File: config.mk
export PLATFORM = sky130hd
export DESIGN_NAME = aes_out_scheduler
export DESIGN_NICKNAME = d
export VERILOG_FILES = /design/src/rtl/aes_out_scheduler_pkg.sv /design/src/rtl/aes_rr_ptr.sv /design/src/rtl/aes_out_scheduler.sv
export SDC_FILE = /design/constraint.sdc
export NUM_CORES = 1
export LEC_CHECK = 0
export CORE_AREA = 10 10 256 258
export CTS_BUF_LIST = sky130_fd_sc_hd__clkbuf_4 sky130_fd_sc_hd__clkbuf_8
export DETAILED_ROUTE_END_ITERATION = 6
export DIE_AREA = 0 0 266 268
export PLACE_DENSITY = 0.47
export SETUP_SLACK_MARGIN = 0.3
export SYNTH_ARGS = -nofsm -noshare
export SYNTH_HDL_FRONTEND = slang
export SYNTH_SLANG_ARGS = --single-unit
File: constraint.sdc
create_clock -name clk -period 4.5 [get_ports clk]
set_input_delay 1.35 -clock clk [delete_from_list [all_inputs] [get_ports clk]]
set_output_delay 1.35 -clock clk [all_outputs]
set_load 0.01 [all_outputs]
File: src/rtl/aes_out_scheduler_pkg.sv
// ============================================================================
// Module      : aes_out_scheduler_pkg
// Description : Shared block geometry and scheduler state encodings.
//               AES_OUT_SCHED_WATCHDOG_EN adds the ERROR state.
// Revision    : 1.0 - initial release
// ============================================================================
`default_nettype none

package aes_out_scheduler_pkg;

  localparam int Nb          = 4;
  localparam int WORD_S      = 32;
  localparam int c_AES_BLK_W = Nb * WORD_S;

  typedef enum logic [1:0] {
    AES_OUT_SCHED_IDLE     = 2'd0,
    AES_OUT_SCHED_WAIT_ENG = 2'd1,
`ifdef AES_OUT_SCHED_WATCHDOG_EN
    AES_OUT_SCHED_WRITE    = 2'd2,
    AES_OUT_SCHED_ERROR    = 2'd3
`else
    AES_OUT_SCHED_WRITE    = 2'd2
`endif
  } sched_state_t;

endpackage

`default_nettype wire

File: src/rtl/aes_rr_ptr.sv
// ============================================================================
// Module      : aes_rr_ptr
// Description : Modulo-N_ENGINES round-robin pointer with load, advance, wrap.
// Revision    : 1.0 - initial release
// ============================================================================
`default_nettype none

module aes_rr_ptr #(
  parameter int N_ENGINES        = 4,
  parameter int ENGINE_IDX_WIDTH = 2
) (
  input  logic                        clk,
  input  logic                        rst,
  input  logic                        i_load,
  input  logic [ENGINE_IDX_WIDTH-1:0] i_load_idx,
  input  logic                        i_advance,
  output logic [ENGINE_IDX_WIDTH-1:0] o_ptr
);

  localparam logic [ENGINE_IDX_WIDTH-1:0] c_LAST = ENGINE_IDX_WIDTH'(N_ENGINES - 1);
  localparam logic [ENGINE_IDX_WIDTH-1:0] c_ONE  = ENGINE_IDX_WIDTH'(1);

  logic [ENGINE_IDX_WIDTH-1:0] r_ptr;

  // Out-of-range load values fall back to engine 0.
  always_ff @(posedge clk) begin
    if (rst) begin
      r_ptr <= '0;
    end else if (i_load) begin
      r_ptr <= (i_load_idx > c_LAST) ? '0 : i_load_idx;
    end else if (i_advance) begin
      r_ptr <= (r_ptr == c_LAST) ? '0 : r_ptr + c_ONE;
    end
  end

  assign o_ptr = r_ptr;

endmodule

`default_nettype wire

File: src/rtl/aes_out_scheduler.sv
// ============================================================================
// Module      : aes_out_scheduler
// Description : In-order round-robin collector of AES engine results into the
//               output FIFO. Optional watchdog: AES_OUT_SCHED_WATCHDOG_EN.
// Revision    : 1.0 - initial release
// ============================================================================
`default_nettype none

module aes_out_scheduler #(
  parameter int N_ENGINES        = 4,
  parameter int ENGINE_IDX_WIDTH = 2,
  parameter int FIFO_DATA_WIDTH  = 128,
  parameter int BLK_CNT_WIDTH    = 16,
  parameter int WDOG_CYCLES      = 1024
) (
  input  logic                                 clk,
  input  logic                                 reset,
  input  logic                                 cmd_tvalid,
  output logic                                 cmd_tready,
  input  logic [BLK_CNT_WIDTH-1:0]             cmd_blk_cnt,
  input  logic [ENGINE_IDX_WIDTH-1:0]          cmd_first_engine,
  input  logic [N_ENGINES-1:0]                 eng_tvalid,
  output logic [N_ENGINES-1:0]                 eng_tready,
  input  logic [N_ENGINES*FIFO_DATA_WIDTH-1:0] eng_tdata,
  output logic                                 out_fifo_write_tvalid,
  input  logic                                 out_fifo_write_tready,
  output logic [FIFO_DATA_WIDTH-1:0]           aes_controller_out_fifo_data,
  output logic                                 processing_done,
  output logic                                 busy,
  output logic                                 sched_error
);

  import aes_out_scheduler_pkg::*;

  localparam logic [BLK_CNT_WIDTH-1:0] c_CNT_ONE = BLK_CNT_WIDTH'(1);

  if ((FIFO_DATA_WIDTH != c_AES_BLK_W) || (WDOG_CYCLES < 1)) begin : g_param_check
    $error("aes_out_scheduler: FIFO_DATA_WIDTH must equal Nb*WORD_S and WDOG_CYCLES >= 1");
  end

  sched_state_t                r_state;
  sched_state_t                w_state_nxt;
  logic [BLK_CNT_WIDTH-1:0]    r_remaining;
  logic [FIFO_DATA_WIDTH-1:0]  r_data;
  logic                        r_done;
  logic [ENGINE_IDX_WIDTH-1:0] w_ptr;
  logic                        w_cmd_fire;
  logic                        w_pop;
  logic                        w_wr_fire;
  logic                        w_sel_valid;
  logic [FIFO_DATA_WIDTH-1:0]  w_eng_data [N_ENGINES];

  for (genvar gi = 0; gi < N_ENGINES; gi++) begin : g_eng
    assign w_eng_data[gi] = eng_tdata[gi*FIFO_DATA_WIDTH +: FIFO_DATA_WIDTH];
    assign eng_tready[gi] = w_pop && (w_ptr == ENGINE_IDX_WIDTH'(gi));
  end

  assign w_sel_valid = eng_tvalid[w_ptr];

  aes_rr_ptr #(
    .N_ENGINES        (N_ENGINES),
    .ENGINE_IDX_WIDTH (ENGINE_IDX_WIDTH)
  ) u_rr_ptr (
    .clk        (clk),
    .rst        (reset),
    .i_load     (w_cmd_fire),
    .i_load_idx (cmd_first_engine),
    .i_advance  (w_wr_fire),
    .o_ptr      (w_ptr)
  );

`ifdef AES_OUT_SCHED_WATCHDOG_EN
  localparam int c_WDOG_W = $clog2(WDOG_CYCLES + 1);
  logic [c_WDOG_W-1:0] r_wdog;
  logic                w_wdog_hit;

  assign w_wdog_hit = (r_wdog == c_WDOG_W'(WDOG_CYCLES - 1));

  // Counts consecutive starved cycles while waiting on the expected engine.
  always_ff @(posedge clk) begin
    if (reset || (r_state != AES_OUT_SCHED_WAIT_ENG) || w_pop) begin
      r_wdog <= '0;
    end else begin
      r_wdog <= r_wdog + c_WDOG_W'(1);
    end
  end

  assign sched_error = (r_state == AES_OUT_SCHED_ERROR);
`else
  assign sched_error = 1'b0;
`endif

  always_comb begin
    w_state_nxt           = r_state;
    w_cmd_fire            = 1'b0;
    w_pop                 = 1'b0;
    w_wr_fire             = 1'b0;
    cmd_tready            = 1'b0;
    busy                  = 1'b1;
    out_fifo_write_tvalid = 1'b0;
    case (r_state)
      AES_OUT_SCHED_IDLE: begin
        cmd_tready = 1'b1;
        busy       = 1'b0;
        w_cmd_fire = cmd_tvalid;
        if (cmd_tvalid && (cmd_blk_cnt != '0)) begin
          w_state_nxt = AES_OUT_SCHED_WAIT_ENG;
        end
      end
      AES_OUT_SCHED_WAIT_ENG: begin
        w_pop = w_sel_valid;
        if (w_sel_valid) begin
          w_state_nxt = AES_OUT_SCHED_WRITE;
`ifdef AES_OUT_SCHED_WATCHDOG_EN
        end else if (w_wdog_hit) begin
          w_state_nxt = AES_OUT_SCHED_ERROR;
`endif
        end
      end
      AES_OUT_SCHED_WRITE: begin
        out_fifo_write_tvalid = 1'b1;
        w_wr_fire             = out_fifo_write_tready;
        if (out_fifo_write_tready) begin
          w_state_nxt = (r_remaining == c_CNT_ONE) ? AES_OUT_SCHED_IDLE
                                                   : AES_OUT_SCHED_WAIT_ENG;
        end
      end
`ifdef AES_OUT_SCHED_WATCHDOG_EN
      AES_OUT_SCHED_ERROR: begin
        w_state_nxt = AES_OUT_SCHED_ERROR;
      end
`endif
      default: begin
        w_state_nxt = AES_OUT_SCHED_IDLE;
      end
    endcase
  end

  always_ff @(posedge clk) begin
    if (reset) begin
      r_state     <= AES_OUT_SCHED_IDLE;
      r_remaining <= '0;
      r_data      <= '0;
      r_done      <= 1'b0;
    end else begin
      r_state <= w_state_nxt;
      if (w_cmd_fire) begin
        r_remaining <= cmd_blk_cnt;
        r_done      <= (cmd_blk_cnt == '0);
      end
      if (w_pop) begin
        r_data <= w_eng_data[w_ptr];
      end
      if (w_wr_fire) begin
        r_remaining <= r_remaining - c_CNT_ONE;
        if (r_remaining == c_CNT_ONE) begin
          r_done <= 1'b1;
        end
      end
    end
  end

  assign aes_controller_out_fifo_data = r_data;
  assign processing_done              = r_done;

endmodule

`default_nettype wire
-- After elaboration in Yosys (flattened, before gate mapping)
Cells that the tools add are included.
- logic and storage cells: 56
- register bits: 149
- input bits: 538
- add/sub/neg operators: 2
- reductions and logical operators: 11
- eq/ne operators: 9
- order comparisons: 3
- muxes and demuxes: 25
- bitwise logic cells: 1
- operators with widths (cell ; count):
    $bmux 128 s2 ; 1
    $mux 128 ; 2
    $mux 16 ; 2
    $eq 16x1->1 const B ; 1
    $logic_not 16->1 ; 1
    $reduce_bool 16->1 ; 1
    $sub 16x1->16 const B ; 1
    $mux 2 ; 7
    $mux 1 ; 11
    $eq 2x2->1 const B ; 3
    $ne 2x2->1 const B ; 3
    $pmux 2 s3 ; 1
    $logic_and 1x1->1 ; 5
    $eq 2x1->1 const B ; 2
    $logic_not 2->1 ; 2
    $ge 3x3->1 const B ; 1
    $lt 2x3->1 const B ; 1
    $not 2->3 ; 1
    $reduce_and 3->1 ; 1
    $add 2x1->2 const B ; 1
    $bmux 1 s2 ; 1
    $gt 2x2->1 const B ; 1
    $reduce_bool 2->1 ; 1

-- Longest topological paths before layout
Gate-level depths: netlist of run 1.
- depth in word-level cells: 5
- gate-level depth with buffers: 7
- gate-level depth less buffers: 6

-- Cells and area by module
Synthesis of run 1 repeated with hierarchy kept, for this count alone.
- cells, all modules: 887
- area total of the unflattened synthesis: 8826.0 µm²
- by module, submodules not included (module ; instances ; area each (µm²) ; cells each ; seq. area each (µm²)):
    aes_out_scheduler ; 1 ; 8709.6 ; 876 ; 2942.8
    aes_rr_ptr ; 1 ; 116.4 ; 11 ; 40.0

-- Least setup slack after synthesis of run 1
No wires, ideal clock.
- path kind: in2out
- start point: in eng_tvalid[1]
- end point: out eng_tready[1]
- data required time: 3.150 ns
- stages: 4
- data arrival time: 2.483 ns
- setup slack: 0.667 ns
- buffers on the path: 1
- cells stage by stage: mux4_2 > nor3b_1 > clkbuf_1 > and2_1
- cells in the longest elaborated chain, start to end: 4
- ends and longest elaborated chain (element ; RTL line ; RTL):
    start, declared ; aes_out_scheduler.sv:22 ; input logic [N_ENGINES-1:0] eng_tvalid,
    $bmux 1 s2 ; aes_out_scheduler.sv:58 ; assign w_sel_valid = eng_tvalid[w_ptr];
    $mux 1 (implied by the code) ; aes_out_scheduler.sv:58 ;
    $mux 1 ; aes_out_scheduler.sv:101 ; case (r_state)
    $logic_and 1x1->1 ; aes_out_scheduler.sv:55 ; assign eng_tready[gi] = w_pop && (w_ptr == ENGINE_IDX_WIDTH'(gi));
    end, declared ; aes_out_scheduler.sv:23 ; output logic [N_ENGINES-1:0] eng_tready,
Every way passes these cells. The select of a mux whose other input is x is not followed.

-- Worst setup path after layout of run 1
- start point: in eng_tvalid[3]
- end point: out eng_tready[0]
Same word-level chain as after synthesis.

==> results.sh, run 1 <==
export IMPL_status="finished clean"
export IMPL_yosys_warnings=0
export IMPL_cts_sinks=149
export IMPL_synth_seq_cells=149
export IMPL_cts_root_buf="clkbuf_8"
export IMPL_cts_tree="done"
export IMPL_die_h_um=268
export IMPL_ios=675
export IMPL_start_util=0.1432
export IMPL_grt_max_degree=97
export IMPL_synthesis_instances=868
export IMPL_slowest_stage="mux4_2"
export IMPL_layout_common_cells="clkdlybuf4s50_1 (668), nand2_1 (261), dfxtp_1 (147), a21oi_1 (143), mux4_2 (129)"
export IMPL_drive_above_1_share=0.1237
export IMPL_cap_violations=0
export IMPL_layout_commonest_cell="clkdlybuf4s50_1"
export IMPL_grt_pass1_wl_um=75380
export IMPL_r2r_start="u_rr_ptr.o_ptr[0]"
export IMPL_cts_buffers=17
export IMPL_whs_endpoint="aes_controller_out_fifo_data[25]"
export IMPL_dp_slack_ns=0.006350
export IMPL_async_reset_ff_frac=0
export IMPL_core_area_um2=60130
export IMPL_drt_iter0_drc=492
export IMPL_gp_congestion=0.8842
export IMPL_path_buf_inv=2
export IMPL_finalSetupViolations=0
export IMPL_die_w_um=266
export IMPL_whs_path_depth=2
export IMPL_grt_pass1_vias=10330
export IMPL_cts_max_path_buffers=2
export IMPL_rsz0062_at_grt="false"
export IMPL_drt_pass1_iter_count=5
export IMPL_fmax_mhz=241.9
export IMPL_p_per_area_nw_per_um2=258.7
export IMPL_via_per_inst=4.201
export IMPL_synth_main_ff_cell="dfxtp_1"
export IMPL_antenna_found_initial=24
export IMPL_ff2ff_path_depth=5
export IMPL_reg2reg_slack_ns=1.61
export IMPL_vias=9624
export IMPL_min_from="aes_controller_out_fifo_data[25]"
export IMPL_ys_seq_area_frac=0.3463
export IMPL_crit_family="buffers and inverters"
export IMPL_clock_latency_ns=0.55
export IMPL_nets=2035
export IMPL_end_kind="output pin"
export IMPL_ant_nets=0
export IMPL_synth_edf_count=0
export IMPL_synth_net_count=1412
export IMPL_io_buffer_count=673
export IMPL_relSlewSlack=0.4156
export IMPL_critical_path_max_stage_delay_ns=0.51
export IMPL_cp_startpoint="eng_tvalid[3]"
export IMPL_worstSetupStartpointType="input pin"
export IMPL_critPathRequiredTime_ns=3.15
export IMPL_wl_per_cell_um=23.84
export IMPL_skew_ns=0.01739
export IMPL_holdBufCountCts=0
export IMPL_p_leak_nw=5.409
export IMPL_crit_type="in -> out"
export IMPL_crit_chain="clkdlybuf4s50_1 -> mux4_2 -> nor3b_4 -> and2_1 -> buf_2"
export IMPL_cp_max_fo=6
export IMPL_synth_cell_type_count=44
export IMPL_critical_path_arrival_ns=2.78
export IMPL_htreeDepth=4
export IMPL_report_final_slew_viol_count=0
export IMPL_min_path_type="reg -> reg"
export IMPL_synth_area_um2=8613
export IMPL_worstMarginPinSlew_ns=0.8766
export IMPL_path_clk_slew_ns=0.08
export IMPL_die_area_um2=71290
export IMPL_final_core_util=0.2756
export IMPL_drc=0
export IMPL_post_dp_hpwl_um=45440
export IMPL_finalCriticalPeriod_ns=4.134
export IMPL_rows=90
export IMPL_setup_ws_ns=0.3663
export IMPL_syn_to_final_growth_pct=92.37
export IMPL_synth_area_per_cell_um2=9.923
export IMPL_r2r_end="aes_controller_out_fifo_data[120]"
export IMPL_ir_drop_uv=201.3
export IMPL_tns_ns=0
export IMPL_grt_usage=0.1477
export IMPL_routed_wl_um=54630
export IMPL_globalRouteOverflowTotal=0
export IMPL_hold_viol_final=0
export IMPL_fin_crit_sh=0.9186
==> timing repair <==
item	in CTS	in global routing
endpoints found under the setup margin	4	0
gates resized for setup	17	0
buffers inserted	0	0
==> final cells by class <==
type	count	area (um2)
fill	6418	43560
timing repair buffer	686	6840
multi-input combinational	631	5291
sequential	149	2990
tap	782	978.4
clock buffer	20	269.0
clock inverter	12	165.2
inverter	6	22.52
antenna	5	12.51
==> worst max path at each step <==
stage | to | depth (start not counted)
floorplan | eng_tready[1] | 4
global placement | eng_tready[0] | 5
CTS | eng_tready[0] | 5
finish | eng_tready[0] | 5
detailed placement | eng_tready[0] | 5
global route | eng_tready[2] | 5
==> routing by layer <==
metal  part of all wire  GRT usage  routed length [um]
met3               0.11    0.07450                5998
met2               0.49     0.2530               26740
met5             0.0012          0                  65
met1               0.38     0.1583               20800
met4              0.019    0.04107                1023
==> synthesized netlist by cell type, types with 2 or more instances <==
master    number  share of area
nand2_1      261           0.11
dfxtp_1      149           0.35
a21oi_1      143          0.083
mux4_2       129           0.34
clkbuf_1      65          0.028
buf_2         12         0.0070
nor2_1        12         0.0052
nor4_1         9         0.0065
a31oi_1        6         0.0044
ha_1           6         0.0087
inv_1          6         0.0026
or3_1          6         0.0044
o21ai_0        5         0.0029
and2_1         4         0.0029
nand3_1        4         0.0023
o211ai_1       4         0.0035
o311ai_0       4         0.0041
a221oi_1       3         0.0031
buf_1          3         0.0013
nand3b_1       3         0.0026
o2bb2a_1       3         0.0035
or4_1          3         0.0026
a211oi_1       2         0.0017
a22oi_1        2         0.0017
nand2b_1       2         0.0015
nand4_1        2         0.0015
nor3b_1        2         0.0017
or2_2          2         0.0015
==> state kept, by name, indices dropped and copies added (netlist names) <==
register / count
aes_controller_out_fifo_data: 128
r_remaining: 16
r_state: 2
u_rr_ptr.o_ptr: 2
processing_done: 1
==> power breakdown <==
part	internal, mW	leakage [nW]	switching, mW
combinational	0.949	3.98	0.627
clock	0.594	0.221	0.628
sequential	1.42	1.21	0.0724
==> stage by stage <==
stage,instances,power [mW],hold slack [ns],area [um2]
floorplan,868,2.225,0.4751,8613
global placement,2254,3.109,0.4417,16140
detailed placement,2254,3.114,0.4453,16140
global route,2288,4.534,0.4723,16560
finish,2291,4.286,0.4565,16570
CTS,2286,4.388,0.4579,16560
==> tightest hold or removal path, stage by stage (launching register included) <==
cell     delay [ns]
dfxtp_1        0.31
nand2_1        0.05
a21oi_1        0.05
==> cell families (layout without fill, tap and decap cells) <==
| logic type | after synthesis | count (layout) | share of synthesized area |
|---|---|---|---|
| other | 1 | 6 | 0.0004354 |
| adder cells (fa/ha/maj) | 6 | 6 | 0.008716 |
| multiplexers | 129 | 129 | 0.3373 |
| AO/OA/AOI/OAI | 178 | 178 | 0.1136 |
| buffers and inverters | 88 | 724 | 0.04067 |
| flip-flops | 149 | 149 | 0.3463 |
| AND/OR/NAND/NOR | 317 | 317 | 0.1530 |
(Power assumes the default switching activity.)
==> inputs of run 2 (changes only) <==
--- a/config.mk
+++ b/config.mk
@@ -9,8 +9,10 @@
 export CTS_BUF_LIST = sky130_fd_sc_hd__clkbuf_4 sky130_fd_sc_hd__clkbuf_8
 export DETAILED_ROUTE_END_ITERATION = 6
 export DIE_AREA = 0 0 266 268
+export GPL_ROUTABILITY_DRIVEN = 0
 export PLACE_DENSITY = 0.47
 export SETUP_SLACK_MARGIN = 0.3
+export SKIP_CTS_REPAIR_TIMING = 1
 export SYNTH_ARGS = -nofsm -noshare
 export SYNTH_HDL_FRONTEND = slang
 export SYNTH_SLANG_ARGS = --single-unit
==> run 2 against run 1 <==
Clock skew is 0.00092 ns higher. Critical path depth stayed put. Flip-flop and latch count stayed put. Clock power hardly changed. Utilization hardly changed. Combinational power hardly changed. Final cell count stayed put. Fmax is 0.83% lower. Sequential share of layout area hardly changed. Sequential power hardly changed. Routed wire length hardly changed. Critical endpoint unchanged. Largest cell class unchanged. Highest routed layer unchanged.
==> results.sh, run 2 (synthesis gave the netlist of run 1 again) <==
export IMPL_globalRouteOverflowTotal=0
export IMPL_path_buf_inv=2
export IMPL_cts_max_path_buffers=2
export IMPL_cap_violations=0
export IMPL_p_leak_nw=5.439
export IMPL_crit_family="buffers and inverters"
export IMPL_p_total_mw=4.284
export IMPL_fin_crit_sh=0.9263
export IMPL_finalCriticalPeriod_ns=4.168
export IMPL_worstSetupStartpointType="input pin"
export IMPL_crit_type="in -> out"
export IMPL_wl_per_cell_um=23.83
export IMPL_grt_pass1_wl_um=75370
export IMPL_relSlewSlack=0.4156
export IMPL_skew_ns=0.01831
export IMPL_ios=675
export IMPL_via_per_inst=4.204
export IMPL_place_area_um2=16140
export IMPL_cts_tree="done"
export IMPL_htreeDepth=4
export IMPL_final_area_um2=16580
export IMPL_drt_iter0_drc=487
export IMPL_post_dp_hpwl_um=45440
export IMPL_critical_path_arrival_ns=2.82
export IMPL_routed_wl_um=54590
export IMPL_start_util=0.1432
export IMPL_grt_usage=0.1476
export IMPL_die_w_um=266
export IMPL_io_buffer_count=673
export IMPL_critPathRequiredTime_ns=3.15
export IMPL_rows=90
export IMPL_ant_nets=0
export IMPL_path_clk_slew_ns=0.08
export IMPL_ir_drop_uv=200.7
export IMPL_layout_common_cells="clkdlybuf4s50_1 (668), nand2_1 (261), dfxtp_1 (147), a21oi_1 (143), mux4_2 (129)"
export IMPL_grt_max_degree=97
export IMPL_vias=9632
export IMPL_end_kind="output pin"
export IMPL_cp_max_fo=6
export IMPL_status="finished clean"
export IMPL_largest_reg_flops=128
export IMPL_syn_to_final_growth_pct=92.55
export IMPL_report_final_slew_viol_count=0
export IMPL_p_per_area_nw_per_um2=258.3
export IMPL_antenna_found_initial=24
export IMPL_crit_chain="clkdlybuf4s50_1 -> mux4_2 -> nor3b_4 -> and2_1 -> dlymetal6s2s_1"
export IMPL_cts_buffers=17
export IMPL_drc=0
export IMPL_critical_path_max_stage_delay_ns=0.51
export IMPL_nets=2035
export IMPL_core_area_um2=60130
export IMPL_min_path_type="reg -> reg"
export IMPL_cts_sinks=149
export IMPL_drive_above_1_share=0.1223
export IMPL_hold_viol_final=0
export IMPL_rsz0062_at_grt="true"
export IMPL_worstMarginPinSlew_ns=0.8765
export IMPL_clock_latency_ns=0.55
export IMPL_die_h_um=268
export IMPL_tns_ns=0
export IMPL_fmax_mhz=239.9
export IMPL_cts_root_buf="clkbuf_8"
export IMPL_layout_commonest_cell="clkdlybuf4s50_1"
export IMPL_grt_pass1_vias=10330
export IMPL_die_area_um2=71290
export IMPL_drt_pass1_iter_count=5
export IMPL_slowest_stage="mux4_2"
export IMPL_finalSetupViolations=0
run 2: cell count changes in the layout (fill, tap and decap cells not counted):
| cell | delta |
|---|---|
| buf_2 | -4 |
| clkbuf_2 | +2 |
| dlymetal6s2s_1 | +2 |
run 2: metrics by stage:
stage	utilization	setup WS [ns]	hold slack [ns]	std cells
after global routing	0.2757	0.2925	0.4723	2288
after global placement	0.2684	0.01873	0.4417	2254
final	0.2758	0.3316	0.4564	2291
after detailed placement	0.2684	0.006350	0.4453	2254
after CTS	0.2756	0.0005971	0.4579	2286
after floorplan	-	0.6668	0.4751	868
run 2: tightest hold or removal path: cells and delay by family, from the launching register on:
family	cells	cell delay (ns)
AO/OA/AOI/OAI	1	0.05
flip-flops	1	0.31
AND/OR/NAND/NOR	1	0.05
run 2: worst paths after layout:
kind,from,endpoint,slack (ns),depth (start not counted)
hold reg to reg,aes_controller_out_fifo_data[25],aes_controller_out_fifo_data[25],0.46,2
setup reg to reg,u_rr_ptr.o_ptr[0],aes_controller_out_fifo_data[120],1.61,5
hold / removal,aes_controller_out_fifo_data[25],aes_controller_out_fifo_data[25],0.46,2
setup / recovery,eng_tvalid[3],eng_tready[0],0.33,5
run 2: cell type report:
cell class	count	area, um2
Inverter	6	22.52
Timing Repair Buffer	686	6855
Tap cell	782	978.4
Fill cell	6418	43550
Clock inverter	12	165.2
Sequential cell	149	2990
Multi-Input combinational cell	631	5291
Clock buffer	20	269.0
Antenna cell	5	12.51
run 2: per-layer routing:
| layer | global-route usage | wire length [um] | vias to the layer above |
|---|---|---|---|
| met5 | 0 | 65 | - |
| met4 | 0.04107 | 1023 | 10 |
| met3 | 0.07532 | 6064 | 62 |
| met2 | 0.2530 | 26720 | 493 |
| met1 | 0.1577 | 20720 | 4616 |
| li1 | - | - | 4451 |
run 2: power breakdown:
group	total (mW)	internal, mW	switching (mW)
clock network	1.22	0.594	0.627
logic	1.57	0.949	0.625
registers	1.49	1.42	0.0725
